--- src/rtl/hack_pkg.sv ---
// Shared Hack ALU types, opcodes and the Not16 inverter.
// Imported by the ALU pipeline and its operand pre-processor.
package hack_pkg;

  localparam int HACK_W = 16;

  typedef struct packed {
    logic zx;
    logic nx;
    logic zy;
    logic ny;
    logic f;
    logic no;
  } alu_ctrl_t;

  localparam logic [5:0] ALU_ZERO      = 6'b101010;
  localparam logic [5:0] ALU_ONE       = 6'b111111;
  localparam logic [5:0] ALU_NEG1      = 6'b111010;
  localparam logic [5:0] ALU_X         = 6'b001100;
  localparam logic [5:0] ALU_X_PLUS_Y  = 6'b000010;
  localparam logic [5:0] ALU_X_MINUS_Y = 6'b010011;
  localparam logic [5:0] ALU_X_AND_Y   = 6'b000000;

  // Not16: bitwise inverter used for operand and result negation
  function automatic logic [HACK_W-1:0] not16(
    input logic [HACK_W-1:0] a
  );
    return ~a;
  endfunction

endpackage

--- src/rtl/alu_operand_pre.sv ---
// Hack ALU operand pre-processing: optional zero, then optional invert.
// Purely combinational; one instance per operand.
module alu_operand_pre
  import hack_pkg::*;
(
  input  logic [HACK_W-1:0] op_i,
  input  logic              zero_i,
  input  logic              inv_i,
  output logic [HACK_W-1:0] op_o
);

  logic [HACK_W-1:0] z;

  assign z    = zero_i ? '0 : op_i;
  assign op_o = inv_i ? not16(z) : z;

endmodule

--- src/rtl/alu16_pipe.sv ---
// Two-stage pipelined Hack ALU with valid/ready flow control.
// S1 holds pre-processed operands, S2 holds result and flags.
module alu16_pipe
  import hack_pkg::*;
#(
  parameter int WIDTH = 16
) (
  input  logic             clk,
  input  logic             reset_n,
  input  logic             in_valid,
  output logic             in_ready,
  input  logic [WIDTH-1:0] x,
  input  logic [WIDTH-1:0] y,
  input  logic [5:0]       ctrl,
  output logic             out_valid,
  input  logic             out_ready,
  output logic [WIDTH-1:0] out,
  output logic             zr,
  output logic             ng
);

  alu_ctrl_t c;
  assign c = alu_ctrl_t'(ctrl);

  logic [HACK_W-1:0] xp, yp;

  alu_operand_pre u_pre_x (
    .op_i   (x),
    .zero_i (c.zx),
    .inv_i  (c.nx),
    .op_o   (xp)
  );

  alu_operand_pre u_pre_y (
    .op_i   (y),
    .zero_i (c.zy),
    .inv_i  (c.ny),
    .op_o   (yp)
  );

  logic              s1_valid_q, s1_valid_d;
  logic [HACK_W-1:0] xp_q, xp_d;
  logic [HACK_W-1:0] yp_q, yp_d;
  logic              f_q, f_d;
  logic              no_q, no_d;

  logic              s2_valid_q, s2_valid_d;
  logic [HACK_W-1:0] out_q, out_d;
  logic              zr_q, zr_d;
  logic              ng_q, ng_d;

  logic              s1_adv, s2_adv;
  logic [HACK_W-1:0] r, res;

  assign s2_adv   = !s2_valid_q || out_ready;
  assign s1_adv   = !s1_valid_q || s2_adv;
  assign in_ready = s1_adv;

  // S1 next state: capture operands only on an accepted op
  always_comb begin
    s1_valid_d = s1_valid_q;
    xp_d       = xp_q;
    yp_d       = yp_q;
    f_d        = f_q;
    no_d       = no_q;
    if (s1_adv) begin
      s1_valid_d = in_valid;
      if (in_valid) begin
        xp_d = xp;
        yp_d = yp;
        f_d  = c.f;
        no_d = c.no;
      end
    end
  end

  // S1 registers
  always_ff @(posedge clk) begin
    if (!reset_n) begin
      s1_valid_q <= 1'b0;
      xp_q       <= '0;
      yp_q       <= '0;
      f_q        <= 1'b0;
      no_q       <= 1'b0;
    end else begin
      s1_valid_q <= s1_valid_d;
      xp_q       <= xp_d;
      yp_q       <= yp_d;
      f_q        <= f_d;
      no_q       <= no_d;
    end
  end

  assign r   = f_q ? (xp_q + yp_q) : (xp_q & yp_q);
  assign res = no_q ? not16(r) : r;

  // S2 next state: take S1 contents when it moves forward
  always_comb begin
    s2_valid_d = s2_valid_q;
    out_d      = out_q;
    zr_d       = zr_q;
    ng_d       = ng_q;
    if (s2_adv) begin
      s2_valid_d = s1_valid_q;
      if (s1_valid_q) begin
        out_d = res;
        zr_d  = (res == '0);
        ng_d  = res[HACK_W-1];
      end
    end
  end

  // S2 registers
  always_ff @(posedge clk) begin
    if (!reset_n) begin
      s2_valid_q <= 1'b0;
      out_q      <= '0;
      zr_q       <= 1'b0;
      ng_q       <= 1'b0;
    end else begin
      s2_valid_q <= s2_valid_d;
      out_q      <= out_d;
      zr_q       <= zr_d;
      ng_q       <= ng_d;
    end
  end

  assign out_valid = s2_valid_q;
  assign out       = out_q;
  assign zr        = zr_q;
  assign ng        = ng_q;

endmodule

--- config.mk ---
export PLATFORM = sky130hd
export DESIGN_NAME = alu16_pipe
export DESIGN_NICKNAME = d
export VERILOG_FILES = /design/src/rtl/hack_pkg.sv /design/src/rtl/alu_operand_pre.sv /design/src/rtl/alu16_pipe.sv
export SDC_FILE = /design/constraint.sdc
export NUM_CORES = 1
export LEC_CHECK = 0
export ABC_AREA = 1
export CAP_MARGIN = 30
export CORE_UTILIZATION = 45
export DETAILED_ROUTE_END_ITERATION = 8
export PLACE_DENSITY = 0.7
export SETUP_SLACK_MARGIN = 0.2
export SLEW_MARGIN = 20
export SYNTH_ARGS = -nofsm -noshare
export SYNTH_HDL_FRONTEND = slang
export SYNTH_SLANG_ARGS = --single-unit
--- constraint.sdc ---
create_clock -name clk -period 2 [get_ports clk]
set_input_delay 0.4 -clock clk [delete_from_list [all_inputs] [get_ports clk]]
set_output_delay 0.4 -clock clk [all_outputs]
set_load 0.02 [all_outputs]
==> out/qor.csv, run 1 <==
stage;metric;value;unit
outcome;status;finished, violations left;
outcome;failing checks;setup timing;
grt;first-pass GRT wire length;18000;um
sta;achievable frequency;0.465;GHz
cells_and_area;# fillers;669;
cells_and_area;Antenna Diode Count;0;
power_and_ir_drop;PD cells;610;nW/um^2
worst_setup_path;data required time at the worst endpoint;2.25;ns
clocking;CTS max path bufs;2;
clocking;CTS H-tree lvls;2;
placed_design;buffers added on ports;61;
placed_design;HPWL Detailed;7760;um
sta;RSZ-0062 raised after global routing;true;
placed_design;Cells after DPL;761;
placed_design;Setup WS pre-CTS;-0.149;ns
die;Die Area;8700;sq um
logic_synthesis;Mapped Avg Cell Area;6.30;sq um
clocking;CTS tree;done;
sta;Pins Over Slew Limit;0;
detailed_routing;Post-route DRC;0;
sta;Max-Slew Margin vs Limit;0.737;
power_and_ir_drop;Sw Ratio;0.329;
detailed_routing;DR iter-0 viols;151;
worst_setup_path;Startpoint Class;flip-flop;
power_and_ir_drop;total power;0.00321;W
logic_synthesis;Seq/Total Area, Yosys;0.283;
clocking;hold buffer count at cts;0;
die;core area;7890;sq um
worst_hold_path;Worst Hold Class;reg2reg;
worst_setup_path;crit path kind;reg2reg;
cells_and_area;Syn-to-layout area delta;40.6;%
job;Max Cap Violations;0;
die;Die X;93.3;um
logic_synthesis;Synth Register Bits;53;
sta;Fin. Hold Viols;0;
logic_synthesis;distinct cell type count after synthesis;28;
clocking;cts bufs inserted;5;
die;die span in y;93.3;um
logic_synthesis;syn_nets;654;
cells_and_area;Nets;730;
power_and_ir_drop;Clk pwr share;0.273;
worst_setup_path;Worst Path Arrival;2.40;ns
die;Starting Density;0.475;
power_and_ir_drop;Max IR drop VDD;316;uV
sta;fin worst setup slack;-0.148;ns
sta;Setup Skew;0.00506;ns
worst_setup_path;element type at the critical path end;flip-flop;
die;Ports;62;
clocking;# clock sinks;53;
clocking;clock slew at reported path FFs;0.10;ns
clocking;Root Driver;clkbuf_8;
detailed_routing;routed len/inst;13.6;um
grt;vias in the first global route;3929;
placed_design;GPL Wtd Cong;0.877;
logic_synthesis;synthesized area;3750;sq um
detailed_routing;via count;4026;
power_and_ir_drop;Static Leak;2.43;nW
detailed_routing;Vias/cell;5.20;
detailed_routing;Total Routed Length;10600;um
cells_and_area;Final Non-Filler Cells;774;
power_and_ir_drop;internal power;0.00216;W
clocking;Worst-Skew Late Latency;0.31;ns
sta;fin crit share;1.07;
power_and_ir_drop;Comb pwr share;0.347;
sta;# setup viols final;2;
worst_setup_path;Critical Path Fanout Max;2;
logic_synthesis;synth warn;0;
grt;initial antenna violation count;0;
power_and_ir_drop;switching component of the power;0.00106;W
sta;WHS;0.506;ns
logic_synthesis;Mapped Cells;595;
grt;GR Overflow Total;0;
power_and_ir_drop;sequential share of power;0.380;
detailed_routing;First-pass DRT Iterations;5;
sta;worst slew pin tran;0.394;ns
grt;GRT Resource Usage Total;0.257;
detailed_routing;ANT nets after route;0;
sta;Tmin final;2.15;ns
cells_and_area;share of cells above drive strength 1;0.238;
die;Core Rows;32;
grt;largest net degree at the start of global routing;65;
==> kinds of logic (layout without fill, tap and decap cells) <==
| group | count (synthesis) | in the layout | synth area share |
|---|---|---|---|
| flip-flops | 53 | 53 | 0.283 |
| AO/OA/AOI/OAI | 103 | 103 | 0.148 |
| XOR/XNOR | 33 | 33 | 0.0771 |
| AND/OR/NAND/NOR | 291 | 291 | 0.330 |
| buffers and inverters | 98 | 175 | 0.103 |
| adder cells (fa/ha/maj) | 17 | 17 | 0.0587 |
==> registers in the layout, summed over array words and instances, names as in the netlist <==
register,flops
no_q,1
out,16
out_valid,1
yp_q,16
s1_valid_q,1
f_q,1
xp_q,16
zr,1
==> final cells by class <==
class,count,area [sq um],area share
clock buffer,5,68.8,0.0131
clock inverter,3,65.1,0.0123
inverter,69,259,0.0491
multi-input combinational,444,2750,0.522
sequential,53,1100,0.208
tap,102,128,0.0242
timing repair buffer,98,903,0.171
==> Yosys cell counts <==
master      n  area share
o21ai_1     1      0.0013
nand2_2     7       0.012
o211ai_1   14       0.028
nand2_1   178        0.18
nor2_1     24       0.024
fa_1        1      0.0053
ha_1       16       0.053
nand3_1    70       0.093
buf_4       1      0.0020
and2_1      2      0.0033
nand3b_1    1      0.0020
o21ai_0    40       0.053
nand3_2     2      0.0053
clkinv_1    2      0.0020
buf_1       4      0.0040
dfxtp_1    53        0.28
buf_6       1      0.0030
inv_1      65       0.065
nor2_2      1      0.0017
or2_0       1      0.0017
nand4_1     3      0.0050
a21oi_2     1      0.0023
a21oi_1    47       0.063
clkbuf_1   16       0.016
buf_2       7      0.0093
xor2_1     33       0.077
or2_2       2      0.0033
inv_2       2      0.0020
==> critical path, stage by stage, from the launching register on <==
cell      delay [ns]
dfxtp_2         0.35
ha_4            0.16
fa_2            0.52
nand2_1         0.07
o211ai_1        0.12
nand4_1         0.13
nor2_2          0.14
nand3_2         0.08
nor2_1          0.10
nand3_1         0.12
nor2_2          0.11
nand3_2         0.08
a21oi_2         0.11
==> metal layers <==
layer,up-vias,part of all wire,track usage
li1,2067,-,-
met1,1830,0.45,0.322
met2,106,0.49,0.461
met3,23,0.042,0.0317
met4,0,0.022,0.0679
met5,-,0,0
==> path summary, 6_finish.rpt <==
| kind | startpoint | end | slack (ns) | cells after the start |
|---|---|---|---|---|
| worst max-delay path | xp_q[0] | zr | -0.15 | 12 |
| worst max register to register | xp_q[0] | zr | -0.15 | 12 |
| worst min-delay path | out[0] | out[0] | 0.51 | 2 |
| worst min register to register | out[0] | out[0] | 0.51 | 2 |
==> cell usage in the layout, fill, tap and decap left out, types with 2 or more instances in the layout <==
cell type        Yosys  final
nand3_2              2     12
nand2_2              7     26
nor2_4               0      2
or2_2                2      2
a21oi_2              1      8
and2_1               2      2
dfxtp_1             53     27
clkinv_1             2      2
ha_4                 0     14
clkdlybuf4s50_1      0     60
nand3_4              0      3
clkbuf_8             0      5
inv_1               65     64
nand4_1              3      3
inv_2                2      3
nand2_4              0      9
xor2_1              33     33
bufinv_16            0      2
dfxtp_2              0     25
a21oi_1             47     39
buf_4                1     35
o21ai_1              1      4
nor2_2               1      6
nor2_1              24     17
o21ai_0             40     36
nand3_1             70     57
o211ai_1            14     14
nand2_1            178    150
==> what timing repair did <==
item                                    CTS  global route
endpoints found under the hold margin     0             0
endpoints found under the setup margin   12            15
resized for setup                        77            45
setup buffers                             1             4
pin swaps                                21            20
==> power groups by stage <==
stage,Clock [W],Combinational (W),Sequential [W]
floorplan,0,0.000578,0.00123
global placement,0,0.000943,0.00121
detailed placement,0,0.000956,0.00121
CTS,0.000894,0.00105,0.00122
global route,0.000950,0.00124,0.00123
finish,0.000879,0.00111,0.00122
==> metrics by stage <==
stage	instance area, sq um	util	TNS (ns)
detailed placement	4620	0.586	-0.197
CTS	5080	0.644	-0.192
finish	5270	0.668	-0.172
global placement	4620	0.586	-0.105
floorplan	3750	-	0
global route	5270	0.668	-0.724
Power figures use the tool's default switching activity.
==> inputs of run 2 (changes only) <==
--- a/config.mk
+++ b/config.mk
@@ -8,10 +8,12 @@
 export ABC_AREA = 1
 export CAP_MARGIN = 30
 export CORE_UTILIZATION = 45
+export CTS_CLUSTER_DIAMETER = 60
 export DETAILED_ROUTE_END_ITERATION = 8
-export PLACE_DENSITY = 0.7
+export PLACE_DENSITY = 0.67
 export SETUP_SLACK_MARGIN = 0.2
 export SLEW_MARGIN = 20
 export SYNTH_ARGS = -nofsm -noshare
 export SYNTH_HDL_FRONTEND = slang
 export SYNTH_SLANG_ARGS = --single-unit
+export TNS_END_PERCENT = 50
==> constraint.sdc (replaced) <==
create_clock -name clk -period 2.5 [get_ports clk]
set_input_delay 0.5 -clock clk [delete_from_list [all_inputs] [get_ports clk]]
set_output_delay 0.5 -clock clk [all_outputs]
set_load 0.02 [all_outputs]
==> run 2 against run 1 <==
  * The flow now finishes without violations
  * Largest cell class unchanged
  * Sequential share of layout area increased by 2.3 points
  * Final cell count down 3.6%
  * Highest routed layer unchanged
  * Hold slack worse by 0.0085 ns
  * Critical endpoint unchanged
==> out/qor.csv, run 2 (same netlist as run 1, synthesis figures left out) <==
stage;metric;value;unit;change
detailed_routing;met1 WL;4090;um;-13%
cells_and_area;# fillers;794;;+19%
sta;WHS;0.498;ns;-0.00848 ns
detailed_routing;Total Routed Length;9140;um;-13%
die;Die X;93.3;um;unchanged
cells_and_area;Design Area, Final;4590;sq um;-13%
clocking;CTS H-tree lvls;2;;unchanged
detailed_routing;Vias/cell;5.07;;-2.6%
worst_setup_path;crit path kind;reg2reg;;
cells_and_area;Antenna Diode Count;0;;unchanged
clocking;hold buffer count at cts;0;;unchanged
cells_and_area;share of cells above drive strength 1;0.0637;;-0.174
power_and_ir_drop;Clk pwr share;0.262;;-0.011
clocking;cts bufs inserted;5;;unchanged
detailed_routing;top layer reached by signal wires;met4;;
clocking;post-CTS setup buffers;0;;-1
clocking;CTS resizes;0;;-100%
worst_setup_path;CP max-delay cell;fa_2;;
sta;fin crit share;0.849;;-0.225
power_and_ir_drop;total power;0.00225;W;-30%
grt;largest net degree at the start of global routing;65;;unchanged
detailed_routing;routed len/inst;12.2;um;-10%
clocking;CTS tree;done;;
worst_setup_path;worst-path cell chain;ha_4, fa_2, nand2_1, nand2_1, nand3_1, nand2_2, nand2_1, nand3_1, nand3_1, nand3_1, nand2_1, nand2_1, nor2_1, nand3_2, a21oi_2;;
cells_and_area;Nets;703;;-3.7%
sta;RSZ-0062 raised after global routing;true;;
clocking;clock slew at reported path FFs;0.10;ns;about the same
sta;worst slew pin tran;0.526;ns;+0.132 ns
worst_setup_path;most used cell, CP;nand2_1;;
sta;Setup Skew;0.0113;ns;+0.00619 ns
cells_and_area;commonest non-fill, non-tap cell in the layout;nand2_1;;
worst_setup_path;Worst Path Arrival;2.38;ns;-0.02 ns
detailed_routing;ANT nets after route;0;;unchanged
job;Max Cap Violations;0;;unchanged
sta;achievable frequency;0.471;GHz;+1.2%
sta;Max-Slew Margin vs Limit;0.649;;-0.0879
grt;GR Overflow Total;0;;unchanged
grt;initial antenna violation count;0;;unchanged
placed_design;HPWL Detailed;7100;um;-8.5%
worst_hold_path;hold path depth;2;;unchanged
sta;Fin. Hold Viols;0;;unchanged
worst_setup_path;data required time at the worst endpoint;2.76;ns;+0.51 ns
detailed_routing;met2 wire length;4560;um;-12%
power_and_ir_drop;Max IR drop VDD;351;uV;+11%
cells_and_area;most frequent cells in the layout;176 x nand2_1, 69 x nand3_1, 65 x inv_1;;
sta;setup TNS;0;ns;+0.172 ns
placed_design;Setup WS pre-CTS;0.239;ns;+0.387 ns
worst_setup_path;Largest stage delay, worst path;0.36;ns;-0.16 ns
die;Starting Density;0.475;;unchanged
outcome;status;finished clean;;
power_and_ir_drop;PD cells;490;nW/um^2;-20%
clocking;Worst-Skew Late Latency;0.32;ns;about the same
die;Ports;62;;unchanged
sta;Pins Over Slew Limit;0;;unchanged
clocking;CTS max path bufs;2;;unchanged
grt;GRT Resource Usage Total;0.221;;-0.0361
sta;fin worst setup slack;0.377;ns;+0.525 ns
sta;# setup viols final;0;;-2
detailed_routing;met3 wire length;321;um;-27%
power_and_ir_drop;Comb pwr share;0.315;;-0.032
worst_hold_path;Worst Hold Class;reg2reg;;
worst_setup_path;reg2reg path depth;15;;+3
sta;Tmin final;2.12;ns;-0.0255 ns
detailed_routing;via count;3781;;-6.1%
power_and_ir_drop;Sw Ratio;0.333;;+0.00401
worst_setup_path;Critical Path Fanout Max;4;;+2
placed_design;GPL Wtd Cong;0.856;;-2.4%
detailed_routing;DR iter-0 viols;118;;-22%
detailed_routing;Post-route DRC;0;;unchanged
die;core area;7890;sq um;unchanged
worst_setup_path;element type at the critical path end;flip-flop;;
power_and_ir_drop;switching component of the power;0.000749;W;-29%
die;Core Rows;32;;unchanged
grt;vias in the first global route;3659;;-6.9%
detailed_routing;First-pass DRT Iterations;4;;-1
power_and_ir_drop;sequential share of power;0.423;;+0.043
cells_and_area;Syn-to-layout area delta;22.4;%;
clocking;Root Driver;clkbuf_8;;
worst_setup_path;Startpoint Class;flip-flop;;
die;die span in y;93.3;um;unchanged
clocking;# clock sinks;53;;unchanged
placed_design;buffers added on ports;61;;unchanged
die;Die Area;8700;sq um;unchanged
grt;first-pass GRT wire length;15600;um;-13%
placed_design;DP Area;4450;sq um;-3.7%
power_and_ir_drop;Static Leak;2.22;nW;-8.8%
power_and_ir_drop;internal power;0.00150;W;-30%
## run 2: cell types whose count changed in the layout (fill, tap and decap cells not counted), moves of 5 or more
cell,delta
a21oi_1,+6
nand2_2,-17
ha_4,-13
nand2_4,-9
nand3_1,+12
buf_4,-26
nand3_2,-9
nand2_1,+26
dfxtp_1,+26
ha_1,+13
nor2_1,+6
a21oi_2,-5
dfxtp_2,-25
## run 2: routing by layer
layer  track usage  vias up
li1              -     2010
met1         0.253     1693
met2         0.408       59
met3        0.0301       19
met4        0.0897        0
met5             0        -
## run 2: worst paths after layout
| check | start | to | slack, ns |
|---|---|---|---|
| min reg2reg | zr | zr | 0.50 |
| max reg2reg | yp_q[0] | zr | 0.38 |
| min | zr | zr | 0.50 |
| max | yp_q[0] | zr | 0.38 |
## run 2: area by class of cell
| class | instances | area [sq um] | share of cell area |
|---|---|---|---|
| clock buffers | 5 | 68.8 | 0.0150 |
| clock inverters | 2 | 35.0 | 0.00763 |
| inverters | 69 | 259 | 0.0564 |
| multi-input cells | 444 | 2340 | 0.509 |
| flip-flops and latches | 53 | 1060 | 0.231 |
| well taps | 102 | 128 | 0.0278 |
| repair buffers | 71 | 701 | 0.153 |
## run 2: critical path: cells and delay by family (launching register included)
| kind | cells | cell delay [ns] |
|---|---|---|
| and+or+nand+nor | 12 | 1.08 |
| adders and majority gates | 2 | 0.54 |
| DFF | 1 | 0.35 |
| AOI/OAI and AO/OA | 1 | 0.11 |
## run 2: power by group through the flow
stage               sequential (W)  clock (W)  combinational, W
floorplan                 0.000985          0          0.000462
global placement          0.000969          0          0.000690
detailed placement        0.000971          0          0.000705
CTS                       0.000952   0.000601          0.000708
global route              0.000960   0.000628          0.000800
finish                    0.000952   0.000590          0.000708
## run 2: stage by stage
stage / std cells / utilization
after floorplan: 595 / -
final: 746 / 0.582
after global routing: 746 / 0.582
after global placement: 739 / 0.564
after detailed placement: 739 / 0.564
after CTS: 746 / 0.577
